<file path="config.mk">
export PLATFORM = sky130hd
export DESIGN_NAME = div_arbiter
export DESIGN_NICKNAME = d
export VERILOG_FILES = /design/src/rtl/div_arbiter_pkg.sv /design/src/rtl/div_arbiter_rr_picker.sv /design/src/rtl/div_arbiter.sv
export SDC_FILE = /design/constraint.sdc
export NUM_CORES = 1
export LEC_CHECK = 0
export BUFFER_PORTS_ARGS = -buffer_cell sky130_fd_sc_hd__buf_4
export CORE_MARGIN = 2
export CORE_UTILIZATION = 52
export CTS_CLUSTER_DIAMETER = 200
export DETAILED_ROUTE_END_ITERATION = 6
export PLACE_DENSITY_LB_ADDON = 0.2
export SLEW_MARGIN = 20
export SYNTH_ARGS = -nofsm -noshare
export SYNTH_HDL_FRONTEND = slang
export SYNTH_SLANG_ARGS = --single-unit
</file>
<file path="constraint.sdc">
create_clock -name clk -period 4.58 [get_ports clk]
set_input_delay 0.916 -clock clk [delete_from_list [all_inputs] [get_ports clk]]
set_output_delay 0.916 -clock clk [all_outputs]
set_load 0.005 [all_outputs]
</file>
<file path="src/rtl/div_arbiter_pkg.sv">
// Shared types and defaults for the divider arbiter and the blocks that reuse the divider.
package div_arbiter_pkg;

  localparam int unsigned DEF_N_REQ   = 3;
  localparam int unsigned DEF_WIDTH   = 16;
  localparam int unsigned DEF_TIMEOUT = 64;
  localparam int unsigned DEF_TO_W    = 7;

  localparam logic [DEF_WIDTH-1:0] SAT_VALUE = '1;

  typedef enum logic [2:0] {
    ST_IDLE       = 3'd0,
    ST_ISSUE      = 3'd1,
    ST_WAIT_BUSY  = 3'd2,
    ST_WAIT_READY = 3'd3,
    ST_RESP       = 3'd4
  } arb_state_e;

  // Index width for N entries, never less than one bit.
  function automatic int unsigned ptr_width(input int unsigned n);
    return (n > 1) ? $clog2(n) : 1;
  endfunction

endpackage

</file>
<file path="src/rtl/div_arbiter_rr_picker.sv">
// Combinational round-robin select: first pending bit at or above rr_ptr, with wrap.
module div_arbiter_rr_picker
  import div_arbiter_pkg::*;
#(
  parameter int unsigned N_REQ = DEF_N_REQ,
  parameter int unsigned PTR_W = ptr_width(N_REQ)
) (
  input  logic [N_REQ-1:0] pending_i,
  input  logic [PTR_W-1:0] rr_ptr_i,
  output logic [N_REQ-1:0] sel_oh_c_o,
  output logic [PTR_W-1:0] sel_idx_c_o,
  output logic             sel_vld_c_o
);

  always_comb begin
    int unsigned cand;
    sel_oh_c_o  = '0;
    sel_idx_c_o = '0;
    sel_vld_c_o = 1'b0;
    cand        = 0;
    for (int unsigned k = 0; k < N_REQ; k++) begin
      cand = 32'(rr_ptr_i) + k;
      if (cand >= N_REQ) begin
        cand = cand - N_REQ;
      end
      if (!sel_vld_c_o && pending_i[PTR_W'(cand)]) begin
        sel_oh_c_o[PTR_W'(cand)] = 1'b1;
        sel_idx_c_o              = PTR_W'(cand);
        sel_vld_c_o              = 1'b1;
      end
    end
  end

endmodule

</file>
<file path="src/rtl/div_arbiter.sv">
// Shares one sequential divider among N_REQ requesters: round-robin grant,
// start/busy/ready sequencing, local divide-by-zero and a hang watchdog.
module div_arbiter
  import div_arbiter_pkg::*;
#(
  parameter int unsigned N_REQ   = DEF_N_REQ,
  parameter int unsigned WIDTH   = DEF_WIDTH,
  parameter int unsigned TIMEOUT = DEF_TIMEOUT,
  parameter int unsigned TO_W    = DEF_TO_W
) (
  input  logic                   clk,
  input  logic                   rst,
  input  logic [N_REQ-1:0]       req,
  input  logic [N_REQ*WIDTH-1:0] dividend_bus,
  input  logic [N_REQ*WIDTH-1:0] divisor_bus,
  output logic [N_REQ-1:0]       done,
  output logic [WIDTH-1:0]       result,
  output logic                   err,
  output logic [N_REQ-1:0]       gnt,
  output logic                   div_start,
  output logic [WIDTH-1:0]       div_dividend,
  output logic [WIDTH-1:0]       div_divisor,
  input  logic                   div_busy,
  input  logic                   div_ready,
  input  logic [WIDTH-1:0]       div_quotient
);

  localparam int unsigned      PTR_W    = ptr_width(N_REQ);
  localparam logic [WIDTH-1:0] SAT      = {WIDTH{1'b1}};
  localparam logic [TO_W-1:0]  TO_LAST  = TO_W'(TIMEOUT - 1);
  localparam logic [PTR_W-1:0] PTR_LAST = PTR_W'(N_REQ - 1);

  arb_state_e       state_q, state_d;
  logic [N_REQ-1:0] pending_q, pending_d;
  logic [N_REQ-1:0] gnt_q, gnt_d;
  logic [PTR_W-1:0] idx_q, idx_d;
  logic [PTR_W-1:0] rr_ptr_q, rr_ptr_d;
  logic [N_REQ-1:0] done_q, done_d;
  logic             err_q, err_d;
  logic [WIDTH-1:0] result_q, result_d;
  logic             start_q, start_d;
  logic [WIDTH-1:0] dvd_q, dvd_d;
  logic [WIDTH-1:0] dvs_q, dvs_d;
  logic [TO_W-1:0]  wdog_q, wdog_d;

  logic [N_REQ-1:0] sel_oh_c;
  logic [PTR_W-1:0] sel_idx_c;
  logic             sel_vld_c;
  logic [N_REQ-1:0] grant_clr_c;
  logic [WIDTH-1:0] op_a_c;
  logic [WIDTH-1:0] op_b_c;

  div_arbiter_rr_picker #(
    .N_REQ (N_REQ),
    .PTR_W (PTR_W)
  ) u_picker (
    .pending_i   (pending_q),
    .rr_ptr_i    (rr_ptr_q),
    .sel_oh_c_o  (sel_oh_c),
    .sel_idx_c_o (sel_idx_c),
    .sel_vld_c_o (sel_vld_c)
  );

  // Operand slice of the requester the picker selected.
  always_comb begin
    op_a_c = '0;
    op_b_c = '0;
    for (int unsigned i = 0; i < N_REQ; i++) begin
      if (sel_oh_c[i]) begin
        op_a_c = dividend_bus[i*WIDTH +: WIDTH];
        op_b_c = divisor_bus[i*WIDTH +: WIDTH];
      end
    end
  end

  // Next-state and registered-output logic. div_start is looked ahead from
  // IDLE so an uncontended start lands in the first ISSUE cycle.
  always_comb begin
    state_d     = state_q;
    gnt_d       = gnt_q;
    idx_d       = idx_q;
    rr_ptr_d    = rr_ptr_q;
    done_d      = '0;
    err_d       = err_q;
    result_d    = result_q;
    start_d     = 1'b0;
    dvd_d       = dvd_q;
    dvs_d       = dvs_q;
    wdog_d      = wdog_q;
    grant_clr_c = '0;

    case (state_q)
      ST_IDLE: begin
        if (sel_vld_c) begin
          gnt_d       = sel_oh_c;
          idx_d       = sel_idx_c;
          dvd_d       = op_a_c;
          dvs_d       = op_b_c;
          grant_clr_c = sel_oh_c;
          if (op_b_c == '0) begin
            state_d  = ST_RESP;
            done_d   = sel_oh_c;
            result_d = SAT;
            err_d    = 1'b1;
          end else begin
            state_d = ST_ISSUE;
            start_d = !div_busy;
          end
        end
      end

      ST_ISSUE: begin
        if (start_q) begin
          state_d = ST_WAIT_BUSY;
          wdog_d  = '0;
        end else if (!div_busy) begin
          start_d = 1'b1;
        end
      end

      ST_WAIT_BUSY: begin
        wdog_d = wdog_q + TO_W'(1);
        if (wdog_q == TO_LAST) begin
          state_d  = ST_RESP;
          done_d   = gnt_q;
          result_d = SAT;
          err_d    = 1'b1;
        end else if (div_busy) begin
          state_d = ST_WAIT_READY;
        end
      end

      ST_WAIT_READY: begin
        wdog_d = wdog_q + TO_W'(1);
        if (div_ready) begin
          state_d  = ST_RESP;
          done_d   = gnt_q;
          result_d = div_quotient;
          err_d    = 1'b0;
        end else if (wdog_q == TO_LAST) begin
          state_d  = ST_RESP;
          done_d   = gnt_q;
          result_d = SAT;
          err_d    = 1'b1;
        end
      end

      ST_RESP: begin
        state_d  = ST_IDLE;
        gnt_d    = '0;
        rr_ptr_d = (idx_q == PTR_LAST) ? '0 : idx_q + PTR_W'(1);
      end

      default: begin
        state_d = ST_IDLE;
      end
    endcase
  end

  // Duplicate requests from an already pending or granted requester are dropped.
  assign pending_d = (pending_q & ~grant_clr_c) | (req & ~pending_q & ~gnt_q);

  always_ff @(posedge clk or negedge rst) begin
    if (!rst) begin
      state_q   <= ST_IDLE;
      pending_q <= '0;
      gnt_q     <= '0;
      idx_q     <= '0;
      rr_ptr_q  <= '0;
      done_q    <= '0;
      err_q     <= 1'b0;
      result_q  <= '0;
      start_q   <= 1'b0;
      dvd_q     <= '0;
      dvs_q     <= '0;
      wdog_q    <= '0;
    end else begin
      state_q   <= state_d;
      pending_q <= pending_d;
      gnt_q     <= gnt_d;
      idx_q     <= idx_d;
      rr_ptr_q  <= rr_ptr_d;
      done_q    <= done_d;
      err_q     <= err_d;
      result_q  <= result_d;
      start_q   <= start_d;
      dvd_q     <= dvd_d;
      dvs_q     <= dvs_d;
      wdog_q    <= wdog_d;
    end
  end

  assign done         = done_q;
  assign result       = result_q;
  assign err          = err_q;
  assign gnt          = gnt_q;
  assign div_start    = start_q;
  assign div_dividend = dvd_q;
  assign div_divisor  = dvs_q;

endmodule

</file>
==> results of run 1 <==
## through the flow
step	instance area, µm²	hold slack (ns)	instances	setup slack [ns]	utilization, %
after floorplan	4110	0.445	477	1.59	-
after global placement	5430	0.466	726	0.838	70.6
after detailed placement	5430	0.472	726	0.663	70.7
after CTS	5650	0.489	742	0.633	73.5
after global routing	5650	0.521	742	0.216	73.5
final	5650	0.487	742	0.580	73.5
## worst max path at each step
stage	slack, ns	cells after the start	start	to
global route	0.22	11	rr_ptr_q[0]	done[1]
CTS	0.63	11	rr_ptr_q[0]	done[1]
finish	0.58	11	rr_ptr_q[0]	done[1]
global placement	0.84	11	rr_ptr_q[0]	done[0]
detailed placement	0.66	11	rr_ptr_q[0]	done[1]
floorplan	1.59	14	rr_ptr_q[0]	result[10]
## worst reg2reg max path, cell delays in order, from the launching register on
cell      delay [ns]
dfrtp_1         0.40
inv_1           0.09
ha_1            0.44
clkinv_2        0.14
a21oi_1         0.11
o211ai_1        0.27
nand2_1         0.48
a221oi_1        0.51
o22ai_1         0.17
nor4_2          0.38
nand3_2         0.58
o21ai_2         0.33
## per-layer routing
| layer | track usage, % | vias up | part of all wire, % |
|---|---|---|---|
| met2 | 49.5 | 207 | 50 |
| met1 | 37.9 | 2057 | 39 |
| li1 | - | 2011 | - |
| met3 | 5.86 | 25 | 8.3 |
| met5 | 0 | - | 0 |
| met4 | 12.1 | 0 | 2.4 |
## registers in the layout, summed over array words and instances (netlist names), 2 cells and up
name and cells:
done 3, result 16, div_divisor 16, wdog_q 7, rr_ptr_q 2, div_dividend 16
idx_q 2, pending_q 3, state_q 3, gnt 3
## cell usage in the layout (no fill, tap or decap), types with 8 or more instances in the layout
master / instances
a21oi_1: 13
a21oi_2: 16
a221oi_1: 12
buf_4: 181
clkbuf_8: 12
dfrtp_1: 73
inv_1: 8
nand2_1: 98
nor2_1: 65
o211ai_1: 19
o21ai_0: 43
o22ai_1: 10
o31ai_1: 17
## final cells by class
| type | count | area [µm²] | share of cell area (%) |
|---|---|---|---|
| well taps | 102 | 128 | 2.26 |
| inverters | 10 | 38.8 | 0.687 |
| multi-input cells | 360 | 2080 | 36.8 |
| repair buffers | 181 | 1360 | 24.1 |
| clock inverters | 3 | 46.3 | 0.820 |
| clock buffers | 13 | 169 | 2.99 |
| flip-flops and latches | 73 | 1830 | 32.3 |
## power groups by stage
stage	clock network, µW	logic [µW]	registers, µW
4_1_cts	549	3020	1150
6_report	543	3030	1150
2_1_floorplan	0	2120	1100
3_3_place_gp	0	2890	1140
5_1_grt	584	3380	1190
3_5_place_dp	0	3010	1150
## cell families (layout without fill, tap and decap cells)
group	count (synthesis)	count (layout)	share of synthesized area [%]
compound gates	158	158	27.6
xor+xnor	4	4	0.854
fa+ha+maj	5	5	1.52
buf+inv	44	207	5.27
flops	73	73	44.5
mux	3	3	0.823
simple gates	190	190	19.4
==> results.yml, run 1 <==
synth:
  async_reset_ff_share_pct: 100
  netlist_area_um2: 4110
  synthTopCellsByArea: "dfrtp_1 (44%), nand2_1 (9.1%), nor2_1 (5.9%)"
  ys_types: 47
  synth_nets: 601
  synth_largest_area_cell: "dfrtp_1"
  synth_commonest_cells: "nand2_1 (99), dfrtp_1 (73), nor2_1 (65), o21ai_0 (43), clkbuf_1 (23)"
  ys_ff_latch: 73
  yosysMostFrequentCell: "nand2_1"
  synthCells: 477
  netlist.area_leader.share_pct: 44.5
  seq_area_frac_synth_pct: 44.5
  yosysWarnings: 0
  ys.flop_type: "dfrtp_1"
  synth-edff-count: 0
  syn_avg_cell_area_um2: 8.61
worst_setup_path:
  worstPathArrival_ns: 4.26
  required_ns: 4.84
  timing.reg2reg.setup_slack_ns: 0.58
  cp_slowest_cell: "nand3_2"
  criticalPathCategory: "reg2reg"
  start_kind: "register"
  crit_chain: "inv_1 -> ha_1 -> clkinv_2 -> a21oi_1 -> o211ai_1 -> nand2_1 -> a221oi_1 -> o22ai_1 -> nor4_2 -> nand3_2 -> o21ai_2"
  reg2reg_depth: 11
  crit_path_end_kind: "register"
  r2r_start: "rr_ptr_q[0]"
  crit_fanout: 20
  critPathTopFamily: "simple AND/OR/NAND/NOR gates"
  cpPeakStageDelay_ns: 0.58
  cp.buffers_inverters: 2
  timing.rr.end: "done[1]"
floorplan:
  die_area_um2: 8620
  rows: 32
  core_region_area_um2: 7690
  die_h_um: 92.9
  die_w_um: 92.9
  initial_core_util_pct: 53.4
  top_level_ports: 175
routing:
  ant_nets: 0
  post_drt_wl_per_cell_um: 16.7
  wl_mm: 12.4
  num_vias: 4300
  first_pass_iters: 6
  dr.first_iter.drc_count: 325
  viasPerCell: 5.80
  drc: 0
final_layout:
  antenna_cells: 0
  nets: 759
  drive_above_1_share_pct: 36.3
  num-fill-cells: 612
  syn_to_final_growth_pct: 37.6
power:
  power.sequential.fraction_pct: 24.3
  ir_worst_vdd_mv: 0.545
  p_switching_uw: 2230
  p_int_uw: 2500
  comb_power_share_pct: 64.2
  switching_share_pct: 47.1
  p_leak_uw: 0.00266
  p_total_uw: 4720
  p_clk_share_pct: 11.5
  p_per_area_nw_per_um2: 836
clock_network:
  cts_resized: 0
  cts_buffers: 9
  cts.clk_slew.worst_paths_ns: 0.08
  cts.sinks: 73
  post_cts_buffers: 0
  htree_levels: 3
  clockRootBuffer: "clkbuf_8"
  clock_latency_ns: 0.35
  postCtsHoldBufs: 0
  cts_tree: "done"
  clockBufferDepth: 2
sta:
  slew_viol_final: 0
  rsz0062_at_grt: "false"
  finalCriticalPeriod_ns: 4.00
  clock.fmax_mhz: 250
  slew_headroom_pct: 38.4
  setup_viol: 0
  setup_tns_ns: 0
  tightestPinTransition_ns: 0.924
  hold_violations: 0
  post-route-period-util_pct: 87.3
  fin_skew_ns: 0.00960
global_route:
  grt_pass1_vias: 4196
  antenna_found_initial: 0
  grt_overflow: 0
  grt_max_degree: 74
  grt_pass1_wl_mm: 20.2
  track_usage_pct: 29.7
job:
  cap_violations: 0
worst_hold_path:
  whs_path_depth: 2
  hold_path_end: "div_dividend[15]"
  min_from: "div_dividend[15]"
  hp-class: "reg2reg"
placed_design:
  port_buffers: 174
  gp_congestion: 0.978
  place_hpwl_mm: 9.21
outcome:
  status: "complete, no violations"
(Power assumes the default switching activity.)
==> run 2: changes to the inputs <==
--- a/config.mk
+++ b/config.mk
@@ -14,4 +14,5 @@
 export SLEW_MARGIN = 20
 export SYNTH_ARGS = -nofsm -noshare
 export SYNTH_HDL_FRONTEND = slang
+export SYNTH_HIERARCHICAL = 1
 export SYNTH_SLANG_ARGS = --single-unit
==> run 2 against run 1 <==
Clock-buffer cell count shrank 2. Clock power grew 8.5%. First-iteration DRC count shrank 24%. Highest routed layer unchanged. Largest power group unchanged.
==> results.yml, run 2 <==
clock_network:
  cts.sinks: 73
  cts.clk_slew.worst_paths_ns: 0.08
  postCtsHoldBufs: 0
  cts_buffers: 9
  cts_resized: 0
  clockRootBuffer: "clkbuf_8"
  clock_latency_ns: 0.34
  post_cts_buffers: 0
  cts_tree: "done"
  clockBufferDepth: 2
  htree_levels: 3
floorplan:
  initial_core_util_pct: 54.2
  core_region_area_um2: 7330
  top_level_ports: 175
  rows: 31
  die_area_um2: 8360
  die_w_um: 91.4
  die_h_um: 91.4
sta:
  setup_tns_ns: 0
  setup_viol: 0
  slew_headroom_pct: 39.8
  finalCriticalPeriod_ns: 4.27
  worst_slack_ns: 0.310
  hold_violations: 0
  holdWs_ns: 0.478
  rsz0062_at_grt: "false"
  clock.fmax_mhz: 234
  fin_skew_ns: 0.0116
  post-route-period-util_pct: 93.2
  tightestPinTransition_ns: 0.903
  slew_viol_final: 0
worst_setup_path:
  crit_chain: "inv_1 -> ha_1 -> inv_1 -> a21oi_1 -> o21ai_0 -> o21ai_4 -> buf_4 -> a221o_1 -> a2111o_1 -> or4_1 -> o21ai_0"
  crit_fanout: 27
  timing.reg2reg.setup_slack_ns: 0.31
  start_kind: "register"
  criticalPathCategory: "reg2reg"
  timing.rr.end: "err"
  startpoint: "rr_ptr_q[0]"
  cpPeakStageDelay_ns: 0.91
  crit_path_end_kind: "register"
  cp.buffers_inverters: 3
  critical_path_depth: 11
  r2r_start: "rr_ptr_q[0]"
  crit_end: "err"
  required_ns: 4.83
  worstPathArrival_ns: 4.52
  reg2reg_depth: 11
  critPathTopFamily: "compound AO/OA/AOI/OAI gates"
  cp_slowest_cell: "or4_1"
synth:
  synth_commonest_cells: "dfrtp_1 (73), o21ai_0 (51), nand2_1 (46), a21oi_1 (34), nor2_1 (29)"
  synth_nets: 547
  synth-edff-count: 0
  synthCells: 423
  synth_largest_area_cell: "dfrtp_1"
  async_reset_ff_share_pct: 100
  syn_avg_cell_area_um2: 9.40
  yosysMostFrequentCell: "dfrtp_1"
  ys_types: 52
  ys.flop_type: "dfrtp_1"
  netlist_area_um2: 3980
  seq_area_frac_synth_pct: 45.9
  netlist.area_leader.share_pct: 45.9
  yosysWarnings: 6
  ys_ff_latch: 73
  synthTopCellsByArea: "dfrtp_1 (46%), o21ai_0 (6.4%), nand2_1 (4.3%)"
worst_hold_path:
  hp-class: "reg2reg"
power:
  p_per_area_nw_per_um2: 726
  ir_worst_vdd_mv: 0.406
  p_clk_share_pct: 14.6
  switching_share_pct: 43.1
  comb_power_share_pct: 58.1
  p_int_uw: 2290
  p_leak_uw: 0.00259
  p_switching_uw: 1740
  power.sequential.fraction_pct: 27.3
placed_design:
  pre_cts_ws_ns: 0.371
  port_buffers: 174
  dp.cells: 669
  gp_congestion: 0.906
  place_hpwl_mm: 8.70
outcome:
  status: "complete, no violations"
routing:
  viasPerCell: 5.90
  wl_mm: 12.0
  first_pass_iters: 5
  num_vias: 4046
  post_drt_wl_per_cell_um: 17.5
  drc: 0
  ant_nets: 0
  dr.first_iter.drc_count: 248
global_route:
  track_usage_pct: 28.3
  met3_usage_pct: 5.81
  antenna_found_initial: 0
  grt_pass1_wl_mm: 18.9
  grt_pass1_vias: 3822
  grt_overflow: 0
  grt_max_degree: 74
  grtUsageMet2_pct: 47.0
  top_usage_layer: "met2"
  met1_usage_pct: 36.0
final_layout:
  layout.cells.non_filler: 686
  num-fill-cells: 505
  syn_to_final_growth_pct: 39.8
  layout_common_cells: "buf_4 (180), dfrtp_1 (73), o21ai_0 (49)"
  ff_latch_area_um2: 1830
  mostFrequentLayoutCell: "buf_4"
  antenna_cells: 0
  nets: 706
  multi_input_area_um2: 1990
  drive_above_1_share_pct: 38.7
job:
  cap_violations: 0
[run 2: through the flow]
| step | total power [µW] | utilization, % | cell area [µm²] |
|---|---|---|---|
| floorplan | 2620 | - | 3980 |
| global placement | 3280 | 72.3 | 5300 |
| detailed placement | 3380 | 72.3 | 5300 |
| CTS | 3980 | 75.5 | 5540 |
| global route | 4330 | 75.8 | 5560 |
| finish | 4030 | 75.8 | 5560 |
[run 2: cells by family (layout without fill, tap and decap cells)]
logic type	count (synthesis)	count (layout)	synth area share (%)
buf+inv	41	204	4.94
mux	10	10	3.05
simple gates	122	122	15.4
flops	73	73	45.9
fa+ha+maj	5	5	1.57
xor+xnor	4	4	0.881
compound gates	168	169	28.2
[run 2: worst reg2reg max path: stages (launching register included)]
cell	delay (ns)
dfrtp_1	0.40
inv_1	0.08
ha_1	0.39
inv_1	0.12
a21oi_1	0.06
o21ai_0	0.61
o21ai_4	0.26
buf_4	0.29
a221o_1	0.36
a2111o_1	0.41
or4_1	0.91
o21ai_0	0.29
[run 2: how the worst min path moves through the flow]
stage	depth (start not counted)	slack, ns	startpoint	endpoint
finish	1	0.48	idx_q[1]	rr_ptr_q[0]
CTS	1	0.48	idx_q[1]	rr_ptr_q[0]
detailed placement	2	0.47	div_divisor[11]	div_divisor[11]
floorplan	1	0.44	wdog_q[6]	wdog_q[6]
global placement	1	0.45	wdog_q[6]	wdog_q[6]
global route	1	0.49	idx_q[1]	rr_ptr_q[0]
[run 2: power by group through the flow]
stage               clock, µW  sequential [µW]  combinational [µW]
CTS                       593             1100                2290
global route              621             1140                2570
detailed placement          0             1100                2280
global placement            0             1090                2190
floorplan                   0             1070                1550
finish                    589             1100                2340
[run 2: final cells by class]
class | instances | share of cell area [%]
Multi-Input combinational cell | 310 | 35.8
Sequential cell | 73 | 32.9
Timing Repair Buffer | 180 | 24.3
Clock buffer | 11 | 2.72
Tap cell | 99 | 2.23
Clock inverter | 5 | 1.53
Inverter | 8 | 0.540
[run 2: metal layers]
layer | share of wire [%] | up-vias
met3 | 7.9 | 32
met4 | 2.9 | 0
met5 | 0 | -
met2 | 49 | 203
li1 | - | 1877
met1 | 40 | 1934
